==> src/rtl/shmem_pkg.sv <==
// Shared types, default geometry and one-hot helpers for the shared-memory
// subsystem (arbiter, clear sequencer, coordinate mapper).
package shmem_pkg;

   localparam int unsigned NO_BANKS_DEF       = 8;
   localparam int unsigned RAM_ADDR_WIDTH_DEF = 12;
   localparam int unsigned DATAW_DEF          = 8;

   // Helpers operate on a zero-extended vector so they serve any bank count up to this.
   localparam int unsigned MAX_BANKS = 32;
   localparam int unsigned IDXW      = 5;

   typedef enum logic {
      IDLE  = 1'b0,
      CLEAR = 1'b1
   } clr_state_e;

   function automatic logic onehot_valid(input logic [MAX_BANKS-1:0] v);
      return (v != '0) && ((v & (v - MAX_BANKS'(1))) == '0);
   endfunction

   function automatic logic [IDXW-1:0] onehot_to_index(input logic [MAX_BANKS-1:0] v);
      logic [IDXW-1:0] idx;
      idx = '0;
      for (int unsigned i = 0; i < MAX_BANKS; i++) begin
         if (v[i]) begin
            idx = idx | i[IDXW-1:0];
         end
      end
      return idx;
   endfunction

endpackage

==> src/rtl/shmem_clear_seq.sv <==
// Memory clear sequencer: walks every address and zeroes each bank as soon as
// the display read path leaves that bank free.
module shmem_clear_seq
   import shmem_pkg::*;
#(
   parameter int unsigned NO_BANKS       = NO_BANKS_DEF,
   parameter int unsigned RAM_ADDR_WIDTH = RAM_ADDR_WIDTH_DEF
) (
   input  logic                      clk,
   input  logic                      rst,
   input  logic                      clear_start,
   input  logic [NO_BANKS-1:0]       rd_block,
   output logic [NO_BANKS-1:0]       clr_we,
   output logic [RAM_ADDR_WIDTH-1:0] clr_addr,
   output logic                      clear_busy
);

   clr_state_e                state_q, state_d;
   logic [RAM_ADDR_WIDTH-1:0] clr_addr_q, clr_addr_d;
   logic [NO_BANKS-1:0]       pend_q, pend_d;

   always_comb begin
      state_d    = state_q;
      clr_addr_d = clr_addr_q;
      pend_d     = pend_q;
      clr_we     = '0;
      case (state_q)
         IDLE: begin
            if (clear_start) begin
               state_d    = CLEAR;
               clr_addr_d = '0;
               pend_d     = '1;
            end
         end
         CLEAR: begin
            clr_we = pend_q & ~rd_block;
            // Banks still pending after this cycle are exactly the ones a read took.
            if ((pend_q & rd_block) == '0) begin
               pend_d = '1;
               if (clr_addr_q == '1) begin
                  state_d = IDLE;
               end else begin
                  clr_addr_d = clr_addr_q + RAM_ADDR_WIDTH'(1);
               end
            end else begin
               pend_d = pend_q & rd_block;
            end
         end
         default: begin
            state_d = IDLE;
         end
      endcase
   end

   always_ff @(posedge clk) begin
      if (rst) begin
         state_q    <= IDLE;
         clr_addr_q <= '0;
         pend_q     <= '0;
      end else begin
         state_q    <= state_d;
         clr_addr_q <= clr_addr_d;
         pend_q     <= pend_d;
      end
   end

   assign clr_addr   = clr_addr_q;
   assign clear_busy = (state_q == CLEAR);

endmodule

==> src/rtl/shmem_bank_arbiter.sv <==
// Per-bank port arbiter for the banked display RAM: display read > clear > writer,
// with a two-stage registered read return path.
module shmem_bank_arbiter
   import shmem_pkg::*;
#(
   parameter int unsigned NO_BANKS       = NO_BANKS_DEF,
   parameter int unsigned RAM_ADDR_WIDTH = RAM_ADDR_WIDTH_DEF,
   parameter int unsigned DATAW          = DATAW_DEF,
   parameter int unsigned BANKW          = $clog2(NO_BANKS)
) (
   input  logic                               clk,
   input  logic                               rst,
   input  logic                               rd_en,
   input  logic [NO_BANKS-1:0]                rd_bank_select,
   input  logic [RAM_ADDR_WIDTH-1:0]          rd_address,
   output logic [DATAW-1:0]                   rd_data,
   output logic                               rd_data_valid,
   input  logic                               wr_valid,
   output logic                               wr_ready,
   input  logic [BANKW-1:0]                   wr_bank,
   input  logic [RAM_ADDR_WIDTH-1:0]          wr_address,
   input  logic [DATAW-1:0]                   wr_data,
   input  logic                               clear_start,
   output logic                               clear_busy,
   output logic [NO_BANKS-1:0]                bank_en,
   output logic [NO_BANKS-1:0]                bank_we,
   output logic [NO_BANKS*RAM_ADDR_WIDTH-1:0] bank_addr,
   output logic [NO_BANKS*DATAW-1:0]          bank_wdata,
   input  logic [NO_BANKS*DATAW-1:0]          bank_rdata
);

   logic [MAX_BANKS-1:0]      sel_ext;
   logic                      rd_hit;
   logic [NO_BANKS-1:0]       rd_take;
   logic [BANKW-1:0]          rd_idx;
   logic                      wr_bank_ok;
   logic                      wr_conflict;
   logic                      wr_fire;
   logic [NO_BANKS-1:0]       clr_we;
   logic [RAM_ADDR_WIDTH-1:0] clr_addr;

   logic                      p1_valid_q, p1_valid_d;
   logic                      p1_hit_q, p1_hit_d;
   logic [BANKW-1:0]          p1_idx_q, p1_idx_d;
   logic [DATAW-1:0]          rd_data_q, rd_data_d;
   logic                      rd_data_valid_q, rd_data_valid_d;

   assign sel_ext = MAX_BANKS'(rd_bank_select);
   assign rd_hit  = rd_en && onehot_valid(sel_ext);
   assign rd_take = rd_hit ? rd_bank_select : '0;
   assign rd_idx  = BANKW'(onehot_to_index(sel_ext));

   shmem_clear_seq #(
      .NO_BANKS       (NO_BANKS),
      .RAM_ADDR_WIDTH (RAM_ADDR_WIDTH)
   ) u_clear_seq (
      .clk         (clk),
      .rst         (rst),
      .clear_start (clear_start),
      .rd_block    (rd_take),
      .clr_we      (clr_we),
      .clr_addr    (clr_addr),
      .clear_busy  (clear_busy)
   );

   always_comb begin
      wr_bank_ok  = (int'(wr_bank) < int'(NO_BANKS));
      wr_conflict = wr_bank_ok && rd_take[wr_bank];
      wr_ready    = !rst && !clear_busy && wr_bank_ok && !wr_conflict;
      wr_fire     = wr_valid && wr_ready;
   end

   // Bank ports are held idle while reset is asserted so an aborted clear stops immediately.
   always_comb begin
      bank_en    = '0;
      bank_we    = '0;
      bank_addr  = '0;
      bank_wdata = '0;
      if (!rst) begin
         for (int unsigned i = 0; i < NO_BANKS; i++) begin
            if (rd_take[i]) begin
               bank_en[i]                                   = 1'b1;
               bank_addr[i*RAM_ADDR_WIDTH +: RAM_ADDR_WIDTH] = rd_address;
            end else if (clr_we[i]) begin
               bank_en[i]                                   = 1'b1;
               bank_we[i]                                   = 1'b1;
               bank_addr[i*RAM_ADDR_WIDTH +: RAM_ADDR_WIDTH] = clr_addr;
            end else if (wr_fire && (wr_bank == BANKW'(i))) begin
               bank_en[i]                                   = 1'b1;
               bank_we[i]                                   = 1'b1;
               bank_addr[i*RAM_ADDR_WIDTH +: RAM_ADDR_WIDTH] = wr_address;
               bank_wdata[i*DATAW +: DATAW]                 = wr_data;
            end
         end
      end
   end

   always_comb begin
      p1_valid_d      = rd_en;
      p1_hit_d        = rd_hit;
      p1_idx_d        = rd_idx;
      rd_data_valid_d = p1_valid_q;
      rd_data_d       = '0;
      if (p1_hit_q) begin
         rd_data_d = bank_rdata[p1_idx_q*DATAW +: DATAW];
      end
   end

   always_ff @(posedge clk) begin
      if (rst) begin
         p1_valid_q      <= 1'b0;
         p1_hit_q        <= 1'b0;
         p1_idx_q        <= '0;
         rd_data_q       <= '0;
         rd_data_valid_q <= 1'b0;
      end else begin
         p1_valid_q      <= p1_valid_d;
         p1_hit_q        <= p1_hit_d;
         p1_idx_q        <= p1_idx_d;
         rd_data_q       <= rd_data_d;
         rd_data_valid_q <= rd_data_valid_d;
      end
   end

   assign rd_data       = rd_data_q;
   assign rd_data_valid = rd_data_valid_q;

endmodule

==> config.mk <==
export PLATFORM = sky130hd
export DESIGN_NAME = shmem_bank_arbiter
export DESIGN_NICKNAME = d
export VERILOG_FILES = /design/src/rtl/shmem_pkg.sv /design/src/rtl/shmem_clear_seq.sv /design/src/rtl/shmem_bank_arbiter.sv
export SDC_FILE = /design/constraint.sdc
export NUM_CORES = 1
export LEC_CHECK = 0
export ABC_CLOCK_PERIOD_IN_PS = 5400
export CAP_MARGIN = 20
export CORE_AREA = 2 2 136 112
export CTS_BUF_LIST = sky130_fd_sc_hd__clkbuf_4
export DETAILED_ROUTE_END_ITERATION = 8
export DIE_AREA = 0 0 138 114
export PLACE_DENSITY = 0.91
export SYNTH_ARGS = -nofsm -noshare
export SYNTH_HDL_FRONTEND = slang
export SYNTH_HIERARCHICAL = 1
export SYNTH_SLANG_ARGS = --single-unit
==> constraint.sdc <==
create_clock -name clk -period 5.4 [get_ports clk]
set_clock_uncertainty 0.05 [all_clocks]
set_input_delay 1.08 -clock clk [delete_from_list [all_inputs] [get_ports clk]]
set_output_delay 1.08 -clock clk [all_outputs]
set_load 0.02 [all_outputs]
After elaboration in Yosys (flattened, before gate mapping)
Cells that the tools add are included.
{"block": "word_totals", "out_inout_bits": 187, "word_cells": 157, "in_bits": 112, "reg_bits": 35}
{"block": "op_classes", "bitwise": 6, "n_lt_le_gt_ge": 1, "n_reduce_logical": 22, "add_sub_neg": 2, "n_eq_ne": 11, "shifts": 1, "n_mux": 106}
{"cell": "$mux W12", "count": 27}
{"cell": "$mux W8", "count": 30}
{"cell": "$mux W96", "count": 1}
{"cell": "$mux W64", "count": 1}
{"cell": "$shiftx A64 B7 Y8", "count": 1}
{"cell": "$mux W1", "count": 37}
{"cell": "$and A8 B32 Y32", "count": 1}
{"cell": "$logic_not A32 Y1", "count": 1}
{"cell": "$reduce_bool A32 Y1", "count": 1}
{"cell": "$pmux W12 S2", "count": 1}
{"cell": "$and A8 B8 Y8", "count": 2}
{"cell": "$pmux W8 S2", "count": 1}
{"cell": "$logic_and A1 B1 Y1", "count": 13}
{"cell": "$add A12 B1 Y12 const B", "count": 1}
{"cell": "$eq A12 B12 Y1 const B", "count": 1}
{"cell": "$eq A3 B3 Y1 const B", "count": 4}
{"cell": "$mux W3", "count": 4}
{"cell": "$sub A8 B1 Y9 const B", "count": 1}
{"cell": "$logic_not A8 Y1", "count": 1}
{"cell": "$not A8 Y8", "count": 1}
{"cell": "$eq A3 B2 Y1 const B", "count": 2}
{"cell": "$ne A2 B2 Y1 const B", "count": 3}
{"cell": "$lt A3 B4 Y1 const B", "count": 1}
{"cell": "$mux W2", "count": 2}
{"cell": "8 further kinds", "count": 11}

Longest topological paths before layout
{"block": "logic_depth", "word_depth": 16, "mapped_depth": 13, "ltp_nobuf": 9}

Modules after synthesis
The synthesis kept the hierarchy.
{"module": "shmem_bank_arbiter", "instances": 1, "seq_area_each_um2": 280.3, "cells_per_inst": 614, "area_each_um2": 4752.1}
{"module": "shmem_clear_seq", "instances": 1, "seq_area_each_um2": 420.4, "cells_per_inst": 148, "area_each_um2": 1149.9}

Worst setup path before layout
No wires, ideal clock.
{"block": "synth_path", "path_type": "in2out", "from": "input rd_bank_select[2]", "to": "output bank_we[0]", "stages": 11, "setup_slack_ns": 0.205, "n_path_buf": 4, "required_time_ns": 4.270, "t_arrival_ns": 4.065, "path_cell_list": "buf_2 or4_1 buf_2 and3_1 buf_6 o311ai_2 inv_1 nor2_1 buf_1 inv_1 a211oi_1"}
{"block": "synth_via", "elab_cells_between_ends": 20, "cone_classes": "add/sub: 1; mux: 8; bitwise: 3; reduce/logical: 8"}
{"item": "from (decl)", "line": "shmem_bank_arbiter.sv:14", "source": "input logic [NO_BANKS-1:0] rd_bank_select,"}
{"item": "$sub A8 B1 Y9", "line": "shmem_pkg.sv:19", "source": "return (v != '0) && ((v & (v - MAX_BANKS'(1))) == '0);"}
{"item": "$and A8 B32 Y32", "line": "shmem_pkg.sv:19"}
{"item": "$logic_not A32 Y1", "line": "shmem_pkg.sv:19"}
{"item": "$logic_and A1 B1 Y1 (*)", "line": "shmem_pkg.sv:19"}
{"item": "$logic_and A1 B1 Y1 (*)", "line": "shmem_bank_arbiter.sv:49", "source": "assign rd_hit = rd_en && onehot_valid(sel_ext);"}
{"item": "$mux W8 (*)", "line": "shmem_bank_arbiter.sv:50", "source": "assign rd_take = rd_hit ? rd_bank_select : '0;"}
{"item": "via rd_take[0]", "line": "shmem_bank_arbiter.sv:34", "source": "logic [NO_BANKS-1:0] rd_take;"}
{"item": "$not A8 Y8 (*)", "line": "shmem_clear_seq.sv:36", "source": "clr_we = pend_q & ~rd_block;"}
{"item": "$and A8 B8 Y8 (*)", "line": "shmem_clear_seq.sv:36"}
{"item": "$mux W8 (*)", "line": "shmem_clear_seq.sv:27", "source": "case (state_q)"}
{"item": "via clr_we[0]", "line": "shmem_bank_arbiter.sv:39", "source": "logic [NO_BANKS-1:0] clr_we;"}
{"item": "$mux W1 (*)", "line": "shmem_bank_arbiter.sv:84", "source": "end else if (clr_we[i]) begin"}
{"item": "$mux W1 (*)", "line": "shmem_bank_arbiter.sv:81", "source": "if (rd_take[i]) begin"}
{"item": "$mux W8 (*)", "line": "shmem_bank_arbiter.sv:79", "source": "if (!rst) begin"}
{"item": "to (decl)", "line": "shmem_bank_arbiter.sv:26", "source": "output logic [NO_BANKS-1:0] bank_we,"}
Mark *: on every way through the listed nets, which the timed path passes. The rest lies on a longest branch. The select of a mux whose other input is x is not followed.

Worst setup path after layout
{"block": "layout_path", "from": "input rd_bank_select[0]", "to": "output bank_wdata[1]"}
{"block": "layout_via", "elab_cells_between_ends": 20, "cone_classes": "add/sub: 1; mux: 8; bitwise: 3; reduce/logical: 8"}
{"item": "$sub A8 B1 Y9", "line": "shmem_pkg.sv:19"}
{"item": "$and A8 B32 Y32", "line": "shmem_pkg.sv:19"}
{"item": "$logic_not A32 Y1", "line": "shmem_pkg.sv:19"}
{"item": "$logic_and A1 B1 Y1", "line": "shmem_pkg.sv:19"}
{"item": "$logic_and A1 B1 Y1", "line": "shmem_bank_arbiter.sv:49"}
{"item": "$mux W8 (*)", "line": "shmem_bank_arbiter.sv:50"}
{"item": "via rd_take[0]", "line": "shmem_bank_arbiter.sv:34"}
{"item": "$not A8 Y8 (*)", "line": "shmem_clear_seq.sv:36"}
{"item": "$and A8 B8 Y8 (*)", "line": "shmem_clear_seq.sv:36"}
{"item": "$mux W8 (*)", "line": "shmem_clear_seq.sv:27"}
{"item": "via clr_we[0]", "line": "shmem_bank_arbiter.sv:39"}
{"item": "$mux W8 (*)", "line": "shmem_bank_arbiter.sv:84"}
{"item": "$mux W8 (*)", "line": "shmem_bank_arbiter.sv:81"}
{"item": "$mux W64 (*)", "line": "shmem_bank_arbiter.sv:79"}
{"item": "to (decl)", "line": "shmem_bank_arbiter.sv:28", "source": "output logic [NO_BANKS*DATAW-1:0] bank_wdata,"}
Marks and branches as above.

==> flow_metrics.env <==
export IMPL_ant_nets=0
export IMPL_synthTopCellsByCount="69 x mux2i_1, 67 x nor2_1, 65 x clkbuf_1"
export IMPL_route_detailed_drc=0
export IMPL_yosys_area_top_type_share_pct=11.87
export IMPL_synth_seq_cells=35
export IMPL_critPathLaunchType="input pin"
export IMPL_crit_start="rd_bank_select[0]"
export IMPL_track_usage_pct=33.18
export IMPL_netlist_instances=762
export IMPL_wl_per_cell_um=22.51
export IMPL_dpl_cell_area_sq_um=9412
export IMPL_relSlewSlack_pct=35.41
export IMPL_die_h_um=114
export IMPL_multiInputGateArea_sq_um=4790
export IMPL_syn_avg_cell_area_sq_um=7.745
export IMPL_io_buffers=298
export IMPL_rows=40
export IMPL_cts_clk_slew_worst_paths_ns=0.13
export IMPL_ir_worst_vdd_mv=0.09274
export IMPL_worst_path_max_fanout=12
export IMPL_regArea_sq_um=700.7
export IMPL_postCtsHoldBufs=0
export IMPL_pwr_share_clk_pct=18.9
export IMPL_n_fill_cell=1227
export IMPL_die_w_um=138
export IMPL_post_dp_hpwl_um=21470
export IMPL_coreArea_sq_um=14510
export IMPL_end_kind="primary output"
export IMPL_htreeDepth=2
export IMPL_synth_area_sq_um=5902
export IMPL_outcome="completed"
export IMPL_grt_max_degree=60
export IMPL_ys_types=60
export IMPL_synth_nets=875
export IMPL_worst_slew_pin_slew_ns=0.9615
export IMPL_clock_latency_ns=0.38
export IMPL_cts_sinks=35
export IMPL_async_flop_share_pct=0
export IMPL_seq_power_share_pct=31.2
export IMPL_drt_first_iter_violations=1204
export IMPL_synth_area_leaders="dfxtp_1 12%, mux2i_1 12%, o221ai_1 8.5%"
export IMPL_gp_congestion=0.9923
export IMPL_met2_usage_pct=49.77
export IMPL_yosysMostFrequentCell="mux2i_1"
export IMPL_grt_pass1_vias=7187
export IMPL_ys_flop_type="dfxtp_1"
export IMPL_cp_arrival_ns=4.21
export IMPL_p_comb_share_pct=50.0
export IMPL_cts_root_buf="clkbuf_4"
export IMPL_vias=8079
export IMPL_sw_frac_of_total_pct=39.83
export IMPL_fin_area_sq_um=9552
export IMPL_firstDrtPassIters=6
export IMPL_drive_gt1_share_pct=17.74
export IMPL_die_area_sq_um=15730
export IMPL_synth_warnings=6
export IMPL_ios=299
export IMPL_synth_top_area_cell="dfxtp_1"
export IMPL_tns_ns=0
export IMPL_post_route_period_util_pct=98.82
export IMPL_grt_use_met3_pct=9.362
export IMPL_rr_startpoint="u_clear_seq/clr_addr[2]"
export IMPL_hp_start="p1_valid_q"
export IMPL_min_path_type="register to register"
export IMPL_gr_max_usage_layer="met2"
export IMPL_grt_pass1_wl_um=42260
export IMPL_seq_area_frac_synth_pct=11.87
export IMPL_internal_power_uw=548.8
export IMPL_cts_made_buffers=5
export IMPL_setup_viol=0
export IMPL_hold_violations=0
export IMPL_p_switching_uw=363.3
export IMPL_initial_core_util_pct=40.66
export IMPL_antenna_found_initial=2
export IMPL_wl_um=28030
export IMPL_path_class="input pin to primary output"
export IMPL_synth_edf_count=0
export IMPL_syn2layout_area_growth_pct=61.84
export IMPL_nets=1166
export IMPL_cts_buffer_depth=2
export IMPL_cp_required_ns=4.27
export IMPL_cap_violations=0
export IMPL_fin_crit_ns=5.336
export IMPL_cts_tree="built"
export IMPL_slew_violations=0
export IMPL_vias_per_cell=6.489
export IMPL_grtUsageMet1_pct=47.04
export IMPL_overflow=0
export IMPL_leakagePower_uw=0.004011
export IMPL_p_per_area_nw_per_um2=95.49
export IMPL_fmax_mhz=187.4
layout by cell type (no fill, tap or decap), types with 4 or more instances in the layout:
cell type / instances
clkdlybuf4s50_1: 225
buf_4: 73
mux2i_1: 69
nor2_1: 62
o221ai_1: 56
nand3_1: 49
a22oi_1: 39
mux2_2: 38
dfxtp_1: 35
nor3b_1: 32
and2_1: 31
dlymetal6s2s_1: 31
dlygate4sd2_1: 27
nand2_1: 26
nand4b_1: 21
a21oi_1: 20
inv_1: 19
o21ai_0: 18
mux4_2: 18
nand2b_1: 14
nor4b_1: 11
a31oi_1: 10
nor3_1: 9
clkbuf_2: 9
and3_1: 8
buf_12: 7
a211oi_1: 6
clkbuf_4: 5
clkdlybuf4s15_1: 5
nor2_2: 5
nand4_1: 5
o311ai_2: 4
nor2b_1: 4
o22ai_1: 4
or4_1: 4
o31ai_1: 4
power groups by stage:
stage,combinational (uW),clock (uW),sequential [uW]
after CTS,438,170,287
after global routing,479,178,286
final,456,172,284
after detailed placement,438,0,292
after floorplan,230,0,280
after global placement,431,0,292
critical path, cell delays in order:
cell and delay (ns):
clkdlybuf4s50_1 0.48, or4_1 0.58, buf_4 0.19, nor4b_4 0.30
buf_4 0.22, o311ai_2 0.13, inv_1 0.13, nor2_2 0.07
buf_4 0.18, nor3b_1 0.19, clkdlybuf4s50_1 0.65
worst paths after layout:
kind	depth (start not counted)	slack [ns]	to
max	11	0.06	bank_wdata[1]
min	1	0.41	rd_data_valid
max reg2reg	5	2.56	u_clear_seq/clr_addr[5]
min reg2reg	1	0.41	rd_data_valid
flip-flops by register name, indices dropped and copies added (netlist names):
signal / flops
p1_hit_q: 1
p1_idx_q: 3
u_clear_seq/clr_addr: 12
rd_data: 8
rd_data_valid: 1
u_clear_seq/clear_busy: 1
p1_valid_q: 1
u_clear_seq/pend_q: 8
metal layers:
layer	part of all wire, %	vias to the layer above
li1	-	3547
met1	41	3852
met2	44	617
met3	12	63
met4	2.6	0
met5	0	-
stage by stage:
step,std cells,util (%),total power (uW),hold slack [ns],setup slack [ns]
finish,1245,65.81,912.1,0.4077,0.06386
detailed placement,1234,64.84,729.7,0.3877,-0.1717
global placement,1234,64.84,722.2,0.3890,-0.1779
CTS,1242,64.98,894.4,0.4095,0.004896
floorplan,762,-,510.2,0.3638,0.2050
global route,1245,65.81,942.7,0.4192,-0.001532
repair_timing:
item / CTS / global route
setup buffers: 0 / 0
resized for setup: 43 / 70
endpoints found under the setup margin: 44 / 81
pin swaps: 0 / 0
cell type report:
cell class / count / share of cell area (%)
Clock buffer: 5 / 0.3930
Timing Repair Buffer: 378 / 38.60
Antenna cell: 2 / 0.05240
Sequential cell: 35 / 7.336
Multi-Input combinational cell: 614 / 50.14
Tap cell: 189 / 2.476
Clock inverter: 3 / 0.2489
Inverter: 19 / 0.7467
cell families after synthesis:
group                      count (synthesis)  synth area share (%)
muxes                                    125                 25.82
adders and majority gates                  1                0.2120
and+or+nand+nor                          303                 29.89
DFF                                       35                 11.87
AOI/OAI and AO/OA                        185                 24.25
buffers and inverters                    113                 7.950
Note: power is estimated with default switching activity, not from simulation.
